### src/rtl/ws2812_pkg.sv
// ----------------------------------------------------------------------------
// ws2812_pkg
// Shared definitions for the WS2812 frame sequencer and its pixel RAM.
//  - state_t      : sequencer state encoding, also exported on o_state
//  - GRB_W        : pixel word width, with G/R/B field bounds
//  - CLK_HZ, LATCH_CYCLES_DEF : default timing (60 us latch gap at 100 MHz)
//  - grb_pack()   : builds a GRB word from separate colour bytes
// ----------------------------------------------------------------------------
package ws2812_pkg;

    localparam int GRB_W = 24;
    localparam int G_HI  = 23;
    localparam int G_LO  = 16;
    localparam int R_HI  = 15;
    localparam int R_LO  = 8;
    localparam int B_HI  = 7;
    localparam int B_LO  = 0;

    localparam int CLK_HZ           = 100_000_000;
    localparam int LATCH_CYCLES_DEF = 6000;

    typedef enum logic [2:0] {
        ST_IDLE    = 3'd0,
        ST_LOAD    = 3'd1,
        ST_PRESENT = 3'd2,
        ST_LATCH   = 3'd3,
        ST_DONE    = 3'd4
    } state_t;

    function automatic logic [GRB_W-1:0] grb_pack(input logic [7:0] g,
                                                  input logic [7:0] r,
                                                  input logic [7:0] b);
        logic [GRB_W-1:0] w;
        w              = '0;
        w[G_HI:G_LO]   = g;
        w[R_HI:R_LO]   = r;
        w[B_HI:B_LO]   = b;
        return w;
    endfunction

endpackage

### src/rtl/ws2812_frame_sequencer_if.sv
// ----------------------------------------------------------------------------
// ws2812_frame_sequencer_if
// Pixel stream between the frame sequencer and the bit serializer.
//  pix_valid : pix_grb holds a pixel (sequencer -> serializer)
//  pix_grb   : 24-bit pixel, [23:16] G, [15:8] R, [7:0] B
//  pix_ready : serializer accepts the pixel (serializer -> sequencer)
// Modports: master = sequencer side, slave = serializer side.
// ----------------------------------------------------------------------------
interface ws2812_frame_sequencer_if;
    import ws2812_pkg::*;

    logic             pix_valid;
    logic [GRB_W-1:0] pix_grb;
    logic             pix_ready;

    modport master (output pix_valid, output pix_grb, input  pix_ready);
    modport slave  (input  pix_valid, input  pix_grb, output pix_ready);
endinterface

### src/rtl/ws2812_pixel_ram.sv
// ----------------------------------------------------------------------------
// ws2812_pixel_ram
// N_LEDS x 24-bit frame store: one write port, one registered read port.
//  i_clk     : clock
//  i_wr_en   : write strobe; addresses >= N_LEDS are dropped
//  i_wr_addr : write pixel index
//  i_wr_grb  : write data
//  i_rd_en   : load the read register from i_rd_addr
//  i_rd_addr : read pixel index (always < N_LEDS)
//  o_rd_grb  : registered read data, held while i_rd_en is low
// Same-address read and write in one cycle returns the old word.
// Contents are not reset.
// ----------------------------------------------------------------------------
module ws2812_pixel_ram
    import ws2812_pkg::*;
#(
    parameter int N_LEDS = 8,
    parameter int AW     = 3
) (
    input  logic             i_clk,
    input  logic             i_wr_en,
    input  logic [AW-1:0]    i_wr_addr,
    input  logic [GRB_W-1:0] i_wr_grb,
    input  logic             i_rd_en,
    input  logic [AW-1:0]    i_rd_addr,
    output logic [GRB_W-1:0] o_rd_grb
);

    // One extra bit so the bound still compares correctly when N_LEDS == 2**AW.
    localparam logic [AW:0] DEPTH = (AW+1)'(N_LEDS);

    logic [GRB_W-1:0] r_mem [N_LEDS];
    logic [GRB_W-1:0] r_rd_grb;
    logic             w_wr_ok;

    assign w_wr_ok = i_wr_en && ({1'b0, i_wr_addr} < DEPTH);

    // Non-blocking read and write in the same process give read-first behaviour.
    always_ff @(posedge i_clk) begin
        if (w_wr_ok) begin
            r_mem[i_wr_addr] <= i_wr_grb;
        end
        if (i_rd_en) begin
            r_rd_grb <= r_mem[i_rd_addr];
        end
    end

    assign o_rd_grb = r_rd_grb;

endmodule

### src/rtl/ws2812_frame_sequencer.sv
// ----------------------------------------------------------------------------
// ws2812_frame_sequencer
// Holds one frame of N_LEDS GRB pixels, streams them in order 0..N_LEDS-1 to
// the WS2812 serializer on start, then holds the line-low latch gap and
// pulses done.
//  i_clk      : clock (rising edge)
//  rst_n      : asynchronous active-low reset
//  i_wr_en    : pixel RAM write strobe (any state)
//  i_wr_addr  : pixel index to write
//  i_wr_grb   : pixel data, GRB
//  i_start    : frame start, honoured only in IDLE
//  pix        : pixel stream (master): pix_valid / pix_grb / pix_ready
//  o_latch    : high for the whole latch gap
//  o_busy     : high in every state but IDLE
//  o_done     : one-cycle pulse at end of frame
//  o_state    : current state encoding
// All outputs decode the async-reset state register, so they fall to zero
// the moment rst_n goes low.
// ----------------------------------------------------------------------------
module ws2812_frame_sequencer
    import ws2812_pkg::*;
#(
    parameter int N_LEDS       = 8,
    parameter int AW           = 3,
    parameter int LATCH_CYCLES = LATCH_CYCLES_DEF
) (
    input  logic                          i_clk,
    input  logic                          rst_n,
    input  logic                          i_wr_en,
    input  logic [AW-1:0]                 i_wr_addr,
    input  logic [GRB_W-1:0]              i_wr_grb,
    input  logic                          i_start,
    ws2812_frame_sequencer_if.master      pix,
    output logic                          o_latch,
    output logic                          o_busy,
    output logic                          o_done,
    output logic [2:0]                    o_state
);

    localparam int             CW       = $clog2(LATCH_CYCLES + 1);
    localparam logic [AW-1:0]  LAST_IDX = AW'(N_LEDS - 1);
    localparam logic [CW-1:0]  LAT_LAST = CW'(LATCH_CYCLES - 1);
    localparam logic [CW-1:0]  LAT_MAX  = CW'(LATCH_CYCLES);

    state_t           r_state, w_state_next;
    logic [AW-1:0]    r_index, w_index_next;
    logic [CW-1:0]    r_lcnt,  w_lcnt_next;
    logic             w_rd_en;
    logic [GRB_W-1:0] w_rd_grb;

    ws2812_pixel_ram #(
        .N_LEDS (N_LEDS),
        .AW     (AW)
    ) u_ram (
        .i_clk     (i_clk),
        .i_wr_en   (i_wr_en),
        .i_wr_addr (i_wr_addr),
        .i_wr_grb  (i_wr_grb),
        .i_rd_en   (w_rd_en),
        .i_rd_addr (r_index),
        .o_rd_grb  (w_rd_grb)
    );

    always_ff @(posedge i_clk or negedge rst_n) begin
        if (!rst_n) begin
            r_state <= ST_IDLE;
            r_index <= '0;
            r_lcnt  <= '0;
        end else begin
            r_state <= w_state_next;
            r_index <= w_index_next;
            r_lcnt  <= w_lcnt_next;
        end
    end

    always_comb begin
        w_state_next  = r_state;
        w_index_next  = r_index;
        w_lcnt_next   = r_lcnt;
        w_rd_en       = 1'b0;
        pix.pix_valid = 1'b0;
        pix.pix_grb   = '0;
        o_latch       = 1'b0;
        o_done        = 1'b0;

        case (r_state)
            ST_IDLE: begin
                if (i_start) begin
                    w_state_next = ST_LOAD;
                    w_index_next = '0;
                end
            end
            ST_LOAD: begin
                // Reading here (not earlier) lets late writes to this pixel land in the frame.
                w_rd_en      = 1'b1;
                w_state_next = ST_PRESENT;
            end
            ST_PRESENT: begin
                // Read register is only reloaded in LOAD, so the word stays put under backpressure.
                pix.pix_valid = 1'b1;
                pix.pix_grb   = w_rd_grb;
                if (pix.pix_ready) begin
                    if (r_index == LAST_IDX) begin
                        w_state_next = ST_LATCH;
                        w_lcnt_next  = '0;
                    end else begin
                        w_index_next = r_index + 1'b1;
                        w_state_next = ST_LOAD;
                    end
                end
            end
            ST_LATCH: begin
                o_latch = 1'b1;
                if (r_lcnt != LAT_MAX) begin
                    w_lcnt_next = r_lcnt + 1'b1;
                end
                // Counter value k marks the (k+1)-th latch cycle; leave after the last one.
                if (r_lcnt == LAT_LAST) begin
                    w_state_next = ST_DONE;
                end
            end
            ST_DONE: begin
                o_done       = 1'b1;
                w_lcnt_next  = '0;
                w_state_next = ST_IDLE;
            end
            default: begin
                w_state_next = ST_IDLE;
            end
        endcase
    end

    assign o_busy  = (r_state != ST_IDLE);
    assign o_state = r_state;

endmodule

### src/flat_wrapper.sv
// flat-port wrapper written by rule: the top's interface ports become plain ports
module ws2812_frame_sequencer_flat import ws2812_pkg::*;
#(
    parameter int N_LEDS       = 8,
    parameter int AW           = 3,
    parameter int LATCH_CYCLES = LATCH_CYCLES_DEF
)
  (i_clk, rst_n, i_wr_en, i_wr_addr, i_wr_grb, i_start, o_latch, o_busy, o_done, o_state, pix_pix_valid, pix_pix_grb, pix_pix_ready);
  ws2812_frame_sequencer_if pix_i ();
  input  logic i_clk;
  input  logic rst_n;
  input  logic i_wr_en;
  input  logic [AW-1:0] i_wr_addr;
  input  logic [GRB_W-1:0] i_wr_grb;
  input  logic i_start;
  output logic o_latch;
  output logic o_busy;
  output logic o_done;
  output logic [2:0] o_state;
  output wire logic [$bits(pix_i.pix_valid)-1:0] pix_pix_valid;
  output wire logic [$bits(pix_i.pix_grb)-1:0] pix_pix_grb;
  input wire logic [$bits(pix_i.pix_ready)-1:0] pix_pix_ready;
  assign pix_pix_valid = pix_i.pix_valid;
  assign pix_pix_grb = pix_i.pix_grb;
  assign pix_i.pix_ready = pix_pix_ready;
  ws2812_frame_sequencer #(.N_LEDS(N_LEDS), .AW(AW), .LATCH_CYCLES(LATCH_CYCLES)) u_core (.i_clk(i_clk), .rst_n(rst_n), .i_wr_en(i_wr_en), .i_wr_addr(i_wr_addr), .i_wr_grb(i_wr_grb), .i_start(i_start), .pix(pix_i), .o_latch(o_latch), .o_busy(o_busy), .o_done(o_done), .o_state(o_state));
endmodule
### config.mk
export PLATFORM = sky130hd
export DESIGN_NAME = ws2812_frame_sequencer_flat
export DESIGN_NICKNAME = d
export VERILOG_FILES = /design/src/rtl/ws2812_pkg.sv /design/src/rtl/ws2812_frame_sequencer_if.sv /design/src/rtl/ws2812_pixel_ram.sv /design/src/rtl/ws2812_frame_sequencer.sv /design/src/flat_wrapper.sv
export SDC_FILE = /design/constraint.sdc
export NUM_CORES = 1
export LEC_CHECK = 0
export CAP_MARGIN = 20
export CORE_MARGIN = 2
export CORE_UTILIZATION = 45
export CTS_CLUSTER_SIZE = 40
export DETAILED_ROUTE_END_ITERATION = 12
export PLACE_DENSITY = 0.61
export SLEW_MARGIN = 20
export SYNTH_ARGS = -nofsm -noshare
export SYNTH_HDL_FRONTEND = slang
export SYNTH_HIERARCHICAL = 1
export SYNTH_SLANG_ARGS = --single-unit
### constraint.sdc
create_clock -name i_clk -period 4.3 [get_ports i_clk]
set_input_delay 0.86 -clock i_clk [delete_from_list [all_inputs] [get_ports i_clk]]
set_output_delay 0.86 -clock i_clk [all_outputs]
set_load 0.01 [all_outputs]
==> results of run 1 <==
-- area by class of cell --
cell class              instances  area, um2
repair buffers                 77        753
multi-input cells             206       2320
flip-flops and latches        235       6970
fillers                      1560       9230
clock inverters                15        103
well taps                     270        338
clock buffers                  28        637
inverters                       4       15.0
-- where the power goes --
| group | switching [mW] | total (mW) | internal (mW) |
|---|---|---|---|
| combinational | 0.511 | 1.15 | 0.636 |
| sequential | 0.152 | 2.82 | 2.67 |
| clock | 0.812 | 1.93 | 1.12 |
| total | 1.48 | 5.90 | 4.42 |
-- logic make-up after synthesis --
| family | synth area share (%) |
|---|---|
| and+or+nand+nor | 6.14 |
| muxes | 15.0 |
| buffers and inverters | 1.74 |
| adders and majority gates | 0.532 |
| AOI/OAI and AO/OA | 2.62 |
| DFF | 73.9 |
-- cell usage in the layout, fill, tap and decap left out, types with 2 or more instances in the layout --
cell             Yosys  routed
edfxtp_1           216     216
nand2_1             13      13
a211oi_1             3       3
and4_1               3       3
a21oi_1              3       3
nor3_2               0       2
a31oi_1              9       9
nor2_2               1       8
buf_4                0      14
clkinv_1             0       5
nand3_1              4       4
and2_1               5       5
nand2b_1             8       8
mux2_4              12      12
mux2i_1              2       2
nand4_1              5       5
mux2_2              12      12
inv_1                4       4
nor2_1              10       3
clkdlybuf4s50_1      0      62
ha_1                 4       4
clkinvlp_4           0       2
and3_1              26      26
dfrtp_1             19      17
mux4_2              48      48
clkinv_2             0       6
o31ai_1             10      10
clkbuf_16            0      25
o21ai_0              9       9
clkbuf_1            10       3
-- routing by layer --
| metal | part of all wire [%] | global-route usage [%] | vias up |
|---|---|---|---|
| li1 | - | - | 2094 |
| met1 | 41 | 21.9 | 2431 |
| met2 | 53 | 29.8 | 106 |
| met3 | 4.9 | 2.98 | 23 |
| met4 | 1.2 | 3.43 | 0 |
| met5 | 0 | 0 | - |
-- registers in the layout, indices dropped and copies added (netlist names) --
| name | count |
|---|---|
| u_core/r_lcnt | 13 |
| u_core/u_ram/r_mem | 192 |
| u_core/o_state | 3 |
| u_core/u_ram/o_rd_grb | 24 |
| u_core/r_index | 3 |
-- per-stage QoR --
stage / power, mW / setup WS (ps) / instance area [um2]
floorplan: 3.67 / 1160 / 9420
global placement: 3.98 / 1370 / 10400
detailed placement: 4.01 / 1360 / 10400
CTS: 5.96 / 781 / 11100
global route: 6.16 / 651 / 11100
finish: 5.90 / 806 / 11100
-- how the worst max path moves through the flow --
stage / from / end / slack (ps) / cells after the start
after CTS: u_core/o_state[0] / pix_pix_grb[14] / 780 / 4
after detailed placement: u_core/o_state[0] / pix_pix_grb[14] / 1360 / 4
after floorplan: i_wr_addr[2] / u_core/u_ram/r_mem[0][0] / 1160 / 2
after global placement: u_core/o_state[0] / pix_pix_grb[14] / 1370 / 4
after global routing: u_core/o_state[1] / o_latch / 650 / 3
final: u_core/o_state[0] / pix_pix_grb[14] / 810 / 4
==> metrics.yaml, run 1 <==
status:
  outcome: "finished, final reports clean"
die:
  rows: 52
  core_area_um2: 20400
  die_area_um2: 22100
  die_w_um: 149
  die_y_um: 149
  initial_core_util_pct: 46.2
  io_pins: 63
synthesis:
  synth_top_area_share_pct: 68.9
  synth_cells: 469
  ys_seq_area_share_pct: 73.9
  yosysUniqueCellTypes: 43
  synth-async-reset-ratio_pct: 8.09
  synth_top_area_cell: "edfxtp_1"
  syn_nets: 505
  synth-seq-cells: 235
  synthMostInstantiatedCell: "edfxtp_1"
  synth-edff-count: 216
  synthTopCellsByCount: "edfxtp_1, mux4_2, and3_1, dfrtp_1, nand2_1"
  avgSynthCellArea_um2: 20.1
  ys.flop_type: "edfxtp_1"
  synthTopCellsByArea: "edfxtp_1, mux4_2, dfrtp_1"
  synth_area_um2: 9420
  yosysWarnings: 6
drt:
  vias: 4654
  post_drt_wl_per_cell_um: 21.5
  drc_errors: 0
  ant_nets: 0
  routed_wl_um: 18000
  drt-vias-per-instance: 5.57
  drt_iter0_markers: 222
  dr.pass1.iters: 4
timing:
  tns_ps: 0
  finalCritPeriodShare_pct: 81.3
  hold_ws_ps: 539
  min_period_ps: 3490
  rsz0062_at_grt: "no"
  hold_viol_final: 0
  worst_slew_pin_slew_ps: 966
  slew_headroom_pct: 35.3
  fmax_ghz: 0.286
  finalSetupViolCount: 0
  final-max-slew-violation-count: 0
  skew_ps: 5.72
global_routing:
  grt_antenna_before_repair: 0
  grt_max_degree: 52
  grt_pass1_vias: 4982
  grt_use_total_pct: 16.8
  grt_overflow: 0
  grt_pass1_wl_um: 28000
critical_path:
  start_kind: "register"
  r2r_end: "u_core/r_lcnt[9]"
  rr_worst_depth: 7
  path_cells: "nor2_2, buf_4, and3_1, clkdlybuf4s50_1"
  critPathMaxFanout: 15
  critPathArrivalTime_ps: 2630
  r2r_slack_ps: 1530
  crit_buf_inv: 2
  required_ps: 3440
  worstSetupEndpointType: "output port"
  crit_slowest_cell: "clkdlybuf4s50_1"
  max_stage_delay_ps: 550
  reg2reg_from: "u_core/r_index[0]"
  cpLargestDelayFamily: "buffers and inverters"
  criticalPathCategory: "reg -> out"
cts:
  post_cts_resized: 0
  clk_path_buf_depth: 3
  cts_tree: "yes"
  clkTransAtPathRegs_ps: 60
  post-cts-setup-buffer-count: 0
  cts_root_buf: "clkbuf_16"
  hold_buffers: 0
  cts_sinks: 235
  cts_buffers: 25
  h-tree-depth: 1
  insertion_delay_ps: 500
worst_hold_path:
  min_path_cells: 1
  hold_start: "u_core/r_lcnt[0]"
  hold_end: "u_core/r_lcnt[0]"
  hold_path_class: "reg -> reg"
pwr:
  vdd_drop_max_mv: 0.322
  leakagePower_nw: 3.67
  powerDensity_nw_per_um2: 530
cells_and_area:
  drive_gt1_share_pct: 25.0
  post-route-util_pct: 54.7
  fin_cells: 835
  num_antenna_cells: 0
  area_delta_synth_final_pct: 18.3
  final_nets: 585
flow_run:
  cap_viol_max_count: 0
placement:
  port_buffers: 62
  dp_cells: 791
  finalWeightedCongestion: 0.839
  dp_hpwl_um: 9990
No activity file was read; power rests on OpenSTA's default activity.
==> run 2, diff against run 1 <==
==> constraint.sdc (replaced) <==
create_clock -name i_clk -period 3.4 [get_ports i_clk]
set_input_delay 0.68 -clock i_clk [delete_from_list [all_inputs] [get_ports i_clk]]
set_output_delay 0.68 -clock i_clk [all_outputs]
set_load 0.01 [all_outputs]
==> metrics.yaml, run 2 (synthesis results as in run 1) <==
status:
  outcome: "finished, final reports clean"
cts:
  hold_buffers: 0
  cts_buffers: 25
  h-tree-depth: 1
  post-cts-setup-buffer-count: 0
  insertion_delay_ps: 530
  cts_root_buf: "clkbuf_16"
  clk_path_buf_depth: 3
  post_cts_resized: 0
  clkTransAtPathRegs_ps: 60
  cts_tree: "yes"
  cts_sinks: 235
drt:
  post_drt_wl_per_cell_um: 21.5
  drc_errors: 0
  drt-vias-per-instance: 5.57
  dr.pass1.iters: 4
  routed_wl_um: 18100
  ant_nets: 0
  drt_iter0_markers: 286
  vias: 4696
critical_path:
  reg2reg_from: "u_core/r_index[0]"
  critPathMaxFanout: 12
  start_kind: "register"
  r2r_end: "u_core/u_ram/o_rd_grb[13]"
  rr_worst_depth: 3
  critPathArrivalTime_ps: 2200
  required_ps: 2720
  worstSetupEndpointType: "output port"
  criticalPathCategory: "reg -> out"
  r2r_slack_ps: 1240
die:
  die_y_um: 149
  initial_core_util_pct: 46.2
  die_area_um2: 22100
  rows: 52
  die_w_um: 149
  io_pins: 63
  core_area_um2: 20400
worst_hold_path:
  hold_start: "u_core/r_lcnt[11]"
  hold_path_class: "reg -> reg"
  hold_end: "u_core/r_lcnt[11]"
  min_path_cells: 1
cells_and_area:
  top_register: "u_core/u_ram/r_mem"
  num-fill-cells: 1569
  area_delta_synth_final_pct: 19.7
  final_cell_mix: "edfxtp_1, clkdlybuf4s50_1, mux4_2, and3_1, clkbuf_16"
  largest_register_ffs: 192
  drive_gt1_share_pct: 25.8
  post-route-util_pct: 55.3
  num_antenna_cells: 0
  final_common_cell: "edfxtp_1"
  final_nets: 590
timing:
  skew_ps: 20.7
  hold_viol_final: 0
  tns_ps: 0
  finalCritPeriodShare_pct: 84.8
  hold_ws_ps: 507
  worst_slew_pin_slew_ps: 915
  min_period_ps: 2880
  rsz0062_at_grt: "no"
  fmax_ghz: 0.347
  finalSetupViolCount: 0
  slew_headroom_pct: 38.8
  final-max-slew-violation-count: 0
pwr:
  leakagePower_nw: 3.74
  vdd_drop_max_mv: 0.401
  power_mw: 7.80
  powerDensity_nw_per_um2: 692
flow_run:
  cap_viol_max_count: 0
global_routing:
  grt_use_total_pct: 16.9
  grt_antenna_before_repair: 0
  grt_pass1_wl_um: 28200
  grt_pass1_vias: 4898
  grt_max_degree: 50
  grt_overflow: 0
placement:
  finalWeightedCongestion: 0.736
  port_buffers: 62
  dp_hpwl_um: 10700
## run 2: per-stage QoR
step,instances,setup slack [ps],instance area [um2]
floorplan,469,377,9420
global placement,797,997,10400
detailed placement,797,948,10400
CTS,843,484,11300
global route,843,417,11300
finish,843,517,11300
## run 2: cell type report
type                            instances  area [um2]  share of cell area [%]
Clock inverter                         16         196                    1.74
Inverter                                4        15.0                   0.133
Timing Repair Buffer                   82         783                    6.95
Sequential cell                       235        6970                    61.8
Clock buffer                           30         644                    5.72
Tap cell                              270         338                    3.00
Multi-Input combinational cell        206        2320                    20.6
## run 2: per-layer routing
| metal | track usage, % | wire, um |
|---|---|---|
| met5 | 0 | 0 |
| met4 | 3.62 | 333 |
| met3 | 3.53 | 949 |
| met2 | 28.9 | 9100 |
| met1 | 22.6 | 7740 |
## run 2: critical path: stages (launching register included)
cell,delay (ps)
dfrtp_1,510
nor2_2,180
buf_4,230
and3_1,230
clkdlybuf4s50_1,550
## run 2: power breakdown
group / switching (mW) / total, mW / internal (mW)
logic: 0.673 / 1.50 / 0.823
registers: 0.176 / 3.55 / 3.38
clock network: 1.08 / 2.75 / 1.67
total: 1.93 / 7.80 / 5.86
## run 2: worst max path at each step
stage | cells after the start | to | startpoint | slack (ps)
floorplan | 3 | u_core/u_ram/o_rd_grb[0] | u_core/o_state[1] | 380
global placement | 4 | u_core/u_ram/r_mem[1][19] | i_wr_addr[2] | 1000
detailed placement | 4 | u_core/u_ram/r_mem[1][0] | i_wr_addr[1] | 950
CTS | 4 | pix_pix_grb[14] | u_core/o_state[0] | 480
global route | 4 | pix_pix_grb[14] | u_core/o_state[0] | 420
finish | 4 | pix_pix_grb[14] | u_core/o_state[0] | 520
==> run 3, diff against run 2 <==
--- a/config.mk
+++ b/config.mk
@@ -10,7 +10,7 @@
 export CORE_UTILIZATION = 45
 export CTS_CLUSTER_SIZE = 40
 export DETAILED_ROUTE_END_ITERATION = 12
-export PLACE_DENSITY = 0.61
+export PLACE_DENSITY = 0.63
 export SLEW_MARGIN = 20
 export SYNTH_ARGS = -nofsm -noshare
 export SYNTH_HDL_FRONTEND = slang
==> constraint.sdc (replaced) <==
create_clock -name i_clk -period 2.5 [get_ports i_clk]
set_input_delay 0.5 -clock i_clk [delete_from_list [all_inputs] [get_ports i_clk]]
set_output_delay 0.5 -clock i_clk [all_outputs]
set_load 0.01 [all_outputs]
==> metrics.yaml, run 3 (synthesis results as in run 1) <==
cts:
  cts_root_buf: "clkbuf_16"
  h-tree-depth: 1
  cts_sinks: 235
  insertion_delay_ps: 500
  clkTransAtPathRegs_ps: 50
  cts_buffers: 25
  clk_path_buf_depth: 3
  cts_tree: "yes"
worst_hold_path:
  hold_path_class: "in -> async"
timing:
  rsz0062_at_grt: "no"
  tns_ps: 0
  finalSetupViolCount: 0
  worst_slew_pin_slew_ps: 641
  skew_ps: 11.2
  slew_headroom_pct: 56.9
  final-max-slew-violation-count: 0
  fmax_ghz: 0.422
  hold_viol_final: 0
  worst_slack_ps: 129
  finalCritPeriodShare_pct: 94.8
  min_period_ps: 2370
global_routing:
  grt.met2_usage_pct: 27.9
  grt_pass1_vias: 4969
  use_met1_pct: 23.3
  use_met3_pct: 2.76
  grt_max_degree: 50
  grt_use_total_pct: 16.7
  grt_pass1_wl_um: 28100
  grt-busiest-layer: "met2"
  grt_overflow: 0
  grt_antenna_before_repair: 0
cells_and_area:
  fin_cells: 847
  post-route-util_pct: 56.0
  final_nets: 597
  drive_gt1_share_pct: 27.0
  num_antenna_cells: 0
  final_common_cell: "edfxtp_1"
  largest_register_ffs: 192
  top_register: "u_core/u_ram/r_mem"
  final_cell_mix: "edfxtp_1, mux4_2, clkdlybuf4s50_1, and3_1, clkbuf_16"
  multi_input_area_um2: 2350
  num-fill-cells: 1531
  area_delta_synth_final_pct: 21.1
  seq_area_um2: 6970
drt:
  ant_nets: 0
  routed_wl_um: 17900
  dr.pass1.iters: 4
  post_drt_wl_per_cell_um: 21.2
  vias: 4722
  drt-vias-per-instance: 5.57
  drt_iter0_markers: 354
  drc_errors: 0
critical_path:
  worstSetupEndpointType: "output port"
  required_ps: 2000
  crit_buf_inv: 3
  criticalPathCategory: "reg -> out"
  critPathArrivalTime_ps: 1870
  start_kind: "register"
  critPathMaxFanout: 8
  crit_slowest_cell: "clkdlybuf4s50_1"
  cpLargestDelayFamily: "buffers and inverters"
  max_stage_delay_ps: 530
  path_cells: "buf_4, nand3b_4, inv_1, clkdlybuf4s50_1"
placement:
  dp_hpwl_um: 10400
  port_buffers: 62
  finalWeightedCongestion: 0.791
  dp_cells: 800
  dp_slack_ps: 414
pwr:
  leakagePower_nw: 4.16
  vdd_drop_max_mv: 0.689
  powerDensity_nw_per_um2: 899
die:
  core_area_um2: 20400
  die_y_um: 149
  rows: 52
  die_w_um: 149
  io_pins: 63
  die_area_um2: 22100
  initial_core_util_pct: 46.2
status:
  outcome: "finished, final reports clean"
flow_run:
  cap_viol_max_count: 0
[run 3: cell types whose count changed in the layout (fill, tap and decap cells not counted), moves of 2 or more]
cell / previous run / this run
clkinv_1: 4 / 2
clkdlybuf4s50_1: 62 / 36
dlymetal6s2s_1: 0 / 22
clkbuf_8: 0 / 3
nor3_2: 2 / 0
dlygate4sd2_1: 0 / 4
nor3_4: 0 / 2
bufinv_16: 4 / 0
buf_12: 1 / 9
[run 3: routing by layer]
| metal | vias to the layer above | share of wire, % |
|---|---|---|
| met3 | 16 | 5.4 |
| li1 | 2119 | - |
| met2 | 130 | 50 |
| met1 | 2457 | 44 |
| met4 | 0 | 1.1 |
| met5 | - | 0 |
[run 3: where the power goes]
part | internal [mW] | leakage (nW) | switching [mW]
Clock | 1.92 | 0.366 | 1.40
Combinational | 1.17 | 1.59 | 1.01
Sequential | 4.59 | 2.20 | 0.158
[run 3: per-stage QoR]
step	power [mW]	area (um2)	hold WS, ps
6_report	10.3	11400	306
5_1_grt	10.7	11400	317
4_1_cts	10.3	11300	315
3_5_place_dp	7.02	10600	505
3_3_place_gp	6.97	10600	499
2_1_floorplan	6.32	9430	204
[run 3: layout make-up]
class                      count  share of cell area, %
clock inverter                11                  0.571
timing repair buffer          89                   8.65
multi-input combinational    206                   20.6
tap                          270                   2.96
inverter                       4                  0.132
sequential                   235                   61.1
clock buffer                  32                   5.98
[run 3: worst paths after layout]
path,startpoint,endpoint,slack (ps),cells after the start
max in group asynchronous,rst_n,u_core/o_state[2],1680,2
max reg2reg,u_core/o_state[2],u_core/r_lcnt[5],550,6
max,u_core/o_state[2],o_latch,130,4
min in group i_clk,u_core/r_lcnt[12],u_core/r_lcnt[12],510,1
min reg2reg,u_core/r_lcnt[12],u_core/r_lcnt[12],510,1
min,rst_n,u_core/r_lcnt[7],310,1
[run 3: worst reg2reg max path, stage by stage (launching register included)]
cell and delay (ps):
dfrtp_1 380, buf_4 170, nand3b_4 190, buf_4 170, nor4_4 610, nor2_2 160, a31oi_1 200
[run 3: timing repair]
action	in CTS	in global routing
buffers inserted	0	4
gates resized for setup	5	22
endpoints found under the setup margin	5	23
hold buffers	0	0
